### config.mk
export PLATFORM = sky130hd
export DESIGN_NAME = muntjac_ras
export DESIGN_NICKNAME = d
export VERILOG_FILES = /design/src/rtl/muntjac_pkg.sv /design/src/rtl/muntjac_ras.sv
export SDC_FILE = /design/constraint.sdc
export NUM_CORES = 1
export LEC_CHECK = 0
export BUFFER_PORTS_ARGS = -buffer_cell sky130_fd_sc_hd__buf_4
export CORE_MARGIN = 2
export CORE_UTILIZATION = 54
export DETAILED_ROUTE_END_ITERATION = 8
export GPL_TIMING_DRIVEN = 1
export HOLD_SLACK_MARGIN = 0.05
export MAX_ROUTING_LAYER = met4
export PLACE_DENSITY = 0.75
export SLEW_MARGIN = 20
export SYNTH_ARGS = -nofsm -noshare
export SYNTH_HDL_FRONTEND = slang
export SYNTH_SLANG_ARGS = --single-unit
### constraint.sdc
create_clock -name clk_i -period 6.8 [get_ports clk_i]
set_clock_uncertainty 0.2 [all_clocks]
set_input_delay 0.68 -clock clk_i [delete_from_list [all_inputs] [get_ports clk_i]]
set_output_delay 0.68 -clock clk_i [all_outputs]
set_load 0.005 [all_outputs]
### src/rtl/muntjac_pkg.sv
// Shared predictor types used across the fetch stage.
package muntjac_pkg;

    typedef enum logic [2:0] {
        BRANCH_NONE,
        BRANCH_UNTAKEN,
        BRANCH_TAKEN,
        BRANCH_JUMP,
        BRANCH_CALL,
        BRANCH_RET,
        BRANCH_YIELD
    } branch_type_e;

endpackage

### src/rtl/muntjac_ras.sv
// Return address stack: pushes link on predicted calls, supplies return targets, restores checkpoints.
// Latency: updates land at the next clk_i edge; outputs are a pure function of current state.
// Backpressure: none; every cycle accepts one op, and a restore drops the concurrent pred op.
module muntjac_ras
    import muntjac_pkg::*;
#(
    parameter int unsigned AddrLen = 64,
    parameter int unsigned Depth = 8,
    localparam int unsigned PtrWidth = $clog2(Depth)
) (
    input  logic                clk_i,
    input  logic                rst_i,
    input  logic                pred_valid_i,
    input  branch_type_e        pred_branch_type_i,
    input  logic [AddrLen-1:0]  pred_link_i,
    output logic                ret_valid_o,
    output logic [AddrLen-1:0]  ret_addr_o,
    output logic [PtrWidth-1:0] ckpt_ptr_o,
    output logic [PtrWidth:0]   ckpt_cnt_o,
    output logic [AddrLen-1:0]  ckpt_top_o,
    input  logic                restore_valid_i,
    input  logic [PtrWidth-1:0] restore_ptr_i,
    input  logic [PtrWidth:0]   restore_cnt_i,
    input  logic [AddrLen-1:0]  restore_top_i
);

    localparam logic [PtrWidth:0]   DepthCnt = (PtrWidth + 1)'(Depth);
    localparam logic [PtrWidth-1:0] PtrOne   = PtrWidth'(1);
    localparam logic [PtrWidth:0]   CntOne   = (PtrWidth + 1)'(1);

    logic [AddrLen-2:0]  entry_q [Depth];
    logic [PtrWidth-1:0] ptr_q, ptr_d;
    logic [PtrWidth:0]   cnt_q, cnt_d;
    logic [PtrWidth:0]   restore_cnt;
    logic                push, pop;
    logic                wr_en;
    logic [PtrWidth-1:0] wr_idx;
    logic [AddrLen-2:0]  wr_dat;

    // A concurrent restore marks this cycle's prediction as wrong-path.
    assign push = pred_valid_i && !restore_valid_i && (pred_branch_type_i == BRANCH_CALL);
    assign pop  = pred_valid_i && !restore_valid_i && (pred_branch_type_i == BRANCH_RET)
                  && (cnt_q != '0);

    assign restore_cnt = (restore_cnt_i > DepthCnt) ? DepthCnt : restore_cnt_i;

    always_comb begin
        ptr_d  = ptr_q;
        cnt_d  = cnt_q;
        wr_en  = 1'b0;
        wr_idx = ptr_q;
        wr_dat = '0;
        if (restore_valid_i) begin
            ptr_d  = restore_ptr_i;
            cnt_d  = restore_cnt;
            wr_en  = 1'b1;
            wr_idx = restore_ptr_i;
            wr_dat = restore_top_i[AddrLen-1:1];
        end else if (push) begin
            // On overflow the write wraps onto the oldest entry; occupancy saturates.
            ptr_d  = ptr_q + PtrOne;
            cnt_d  = (cnt_q == DepthCnt) ? cnt_q : cnt_q + CntOne;
            wr_en  = 1'b1;
            wr_idx = ptr_q + PtrOne;
            wr_dat = pred_link_i[AddrLen-1:1];
        end else if (pop) begin
            ptr_d = ptr_q - PtrOne;
            cnt_d = cnt_q - CntOne;
        end
    end

    always_ff @(posedge clk_i) begin
        if (rst_i) begin
            ptr_q <= '0;
            cnt_q <= '0;
            for (int i = 0; i < Depth; i++) begin
                entry_q[i] <= '0;
            end
        end else begin
            ptr_q <= ptr_d;
            cnt_q <= cnt_d;
            if (wr_en) begin
                entry_q[wr_idx] <= wr_dat;
            end
        end
    end

    assign ret_valid_o = (cnt_q != '0);
    assign ret_addr_o  = {entry_q[ptr_q], 1'b0};
    assign ckpt_ptr_o  = ptr_q;
    assign ckpt_cnt_o  = cnt_q;
    assign ckpt_top_o  = {entry_q[ptr_q], 1'b0};

    a_push_pop_excl: assert property (@(posedge clk_i) disable iff (rst_i)
        $onehot0({push, pop}));
    a_cnt_bound: assert property (@(posedge clk_i) disable iff (rst_i)
        cnt_q <= DepthCnt);
    a_restore_cnt_legal: assert property (@(posedge clk_i) disable iff (rst_i)
        restore_valid_i |-> (restore_cnt_i <= DepthCnt));

endmodule

==> metrics.yaml <==
pre_cts_ws_ns: 2.06
clk_path_buf_depth: 3
via_count: 14506
vdd_ir_drop_max_v: 0.000200
period_share: 0.620
clk-insertion-delay-late_ns: 0.59
hp-start: "restore_cnt_i[1]"
drv_cap: 0
clk_pin_slew_worst_paths_ns: 0.06
avgRoutedWirePerCell_um: 24.1
grt_start_max_net_pins: 83
critical_path_arrival_ns: 4.29
grt_overflow: 0
cts_resized: 0
grt_pass1_wl_mm: 85.4
synth.most_common_cell: "edfxtp_1"
drt-total-wl_mm: 56.4
track_usage: 0.263
hold_path_depth: 3
endpoint_kind: "register"
synth-async-reset-ratio: 0
cts-root-buf: "clkbuf_16"
place_congestion: 0.747
hold_path.class: "in -> reg"
ys_types: 51
die_area_sq_um: 45100
ant_nets: 0
powerDensity_nw_per_um2: 269
period_minus_slack_ns: 4.22
critPathKind: "in -> reg"
synth_edf_count: 504
crit_fanout: 82
tightest_slew_ns: 1.12
synth_area_leaders: "edfxtp_1 65%, mux4_2 12%, nor3_1 5.5%, nor2_1 4.1%, mux2_2 3.1%"
firstDrtPassIters: 7
timing.hold.ws_ns: 0.195
vias_per_cell: 6.20
synth_top_cell_area_share: 0.646
syn_area_sq_um: 23400
ys_top_cells_by_count: "504 x edfxtp_1, 257 x nor2_1, 256 x nor3_1"
yosysWarnings: 0
max_freq_ghz: 0.237
syn_area_per_cell_sq_um: 15.0
reg2reg_slack_ns: 2.93
final_area_sq_um: 27000
synth-seq-cells: 514
ys.flop_type: "edfxtp_1"
drtIter0Drc: 1239
status: "complete, no violations"
slew_headroom: 0.249
antenna_found_initial: 0
power.leakage_nw: 9.30
start_util: 0.545
portBuffers: 273
antennaDiodeCount: 0
fp.coreArea_sq_um: 43000
r2r-start: "ckpt_ptr_o[0]"
synthCells: 1561
setup_viol: 0
drcViolationCount: 0
ios: 278
slew_violations: 0
place_hpwl_mm: 30.2
cp_data_required_time_ns: 6.88
rr_worst_depth: 7
clock-sinks: 514
die_width_um: 212
rsz0062_at_grt: "no"
ys_seq_area_frac: 0.655
r2r-end: "entry_q[4][40]"
grt_pass1_vias: 14707
row_count: 76
areaGrowthSynthToFinish_pct: 15.4
numCtsBuffers: 50
yosys.area.top_type: "edfxtp_1"
finalNetCount: 1862
cts_setup_buffers: 0
startpoint_type: "input port"
hold_viol: 0
cts_htree_levels: 2
cts_hold_buf: 0
place_area_sq_um: 25400
cts_tree: "done"
fin_tns_setup_ns: 0
postLayoutCoreUtil: 0.629
final_layout_size_suffix_gt1_frac: 0.334
hold_end: "ckpt_cnt_o[1]"
timing.final.ws_setup_ns: 2.58
die_h_um: 212
-- stage by stage --
| stage | std cells | power (mW) |
|---|---|---|
| floorplan | 1562 | 4.30 |
| global placement | 2248 | 4.61 |
| detailed placement | 2248 | 4.63 |
| CTS | 2338 | 7.32 |
| global route | 2338 | 7.51 |
| finish | 2338 | 7.28 |
-- worst max path at each step --
stage | depth (start not counted) | to | start
final | 7 | entry_q[4][40] | restore_valid_i
after global routing | 7 | entry_q[6][44] | restore_valid_i
after CTS | 7 | entry_q[4][40] | restore_valid_i
after detailed placement | 7 | entry_q[4][40] | restore_valid_i
after global placement | 7 | entry_q[4][34] | restore_valid_i
after floorplan | 7 | entry_q[4][0] | restore_valid_i
-- final cells by class --
cell class | instances | area (sq um)
well taps | 585 | 732
clock inverters | 27 | 246
flip-flops and latches | 514 | 15300
clock buffers | 63 | 1350
inverters | 8 | 30.0
repair buffers | 299 | 2310
fillers | 3154 | 15900
multi-input cells | 842 | 7020
-- where the power goes --
part	switching, mW	internal, mW	total, mW
Sequential	0.0560	3.62	3.67
Combinational	0.477	0.411	0.888
Clock	1.16	1.56	2.72
-- worst max-delay path, stage by stage --
cell and delay (ns):
buf_4 0.67, nand2b_1 0.30, o21ai_1 0.22, nor2_4 0.90
buf_4 0.51, buf_4 0.65, nor3_1 0.16
-- cells by family after synthesis --
group | count (synthesis) | synth area share
compound gates | 92 | 0.0295
mux | 191 | 0.153
simple gates | 549 | 0.107
xor+xnor | 3 | 0.00112
other cells | 1 | 0.000160
buf+inv | 206 | 0.0515
fa+ha+maj | 5 | 0.00299
flops | 514 | 0.655
-- layer usage --
layer	global-route usage	up-vias	wire, um
met5	-	-	0
met2	0.434	745	28600
met1	0.346	7392	21800
li1	-	6276	-
met3	0.0417	93	4870
met4	0.0666	0	1140
-- cell usage in the layout (no fill, tap or decap), drive strengths merged, types with 3 or more instances in the layout --
cell type / Yosys / routed
clkinvlp: 0 / 3
or3: 3 / 3
clkbuf: 52 / 63
nand2: 5 / 5
dfxtp: 10 / 10
inv: 8 / 9
a22oi: 63 / 63
clkinv: 0 / 19
nand2b: 6 / 6
o22ai: 3 / 3
o21ai: 4 / 4
o21bai: 5 / 5
edfxtp: 504 / 504
xor2: 3 / 3
bufinv: 0 / 4
buf: 146 / 299
nand3: 5 / 5
nor2: 257 / 257
nor3: 256 / 256
mux4: 126 / 126
a21oi: 4 / 4
ha: 4 / 4
mux2: 64 / 64
nand3b: 4 / 4
-- sequential cells by signal, indices dropped and copies added, names as in the netlist, named ones only --
register and cells:
entry_q 504, ckpt_cnt_o 4, ckpt_ptr_o 3
(Power assumes the default switching activity.)
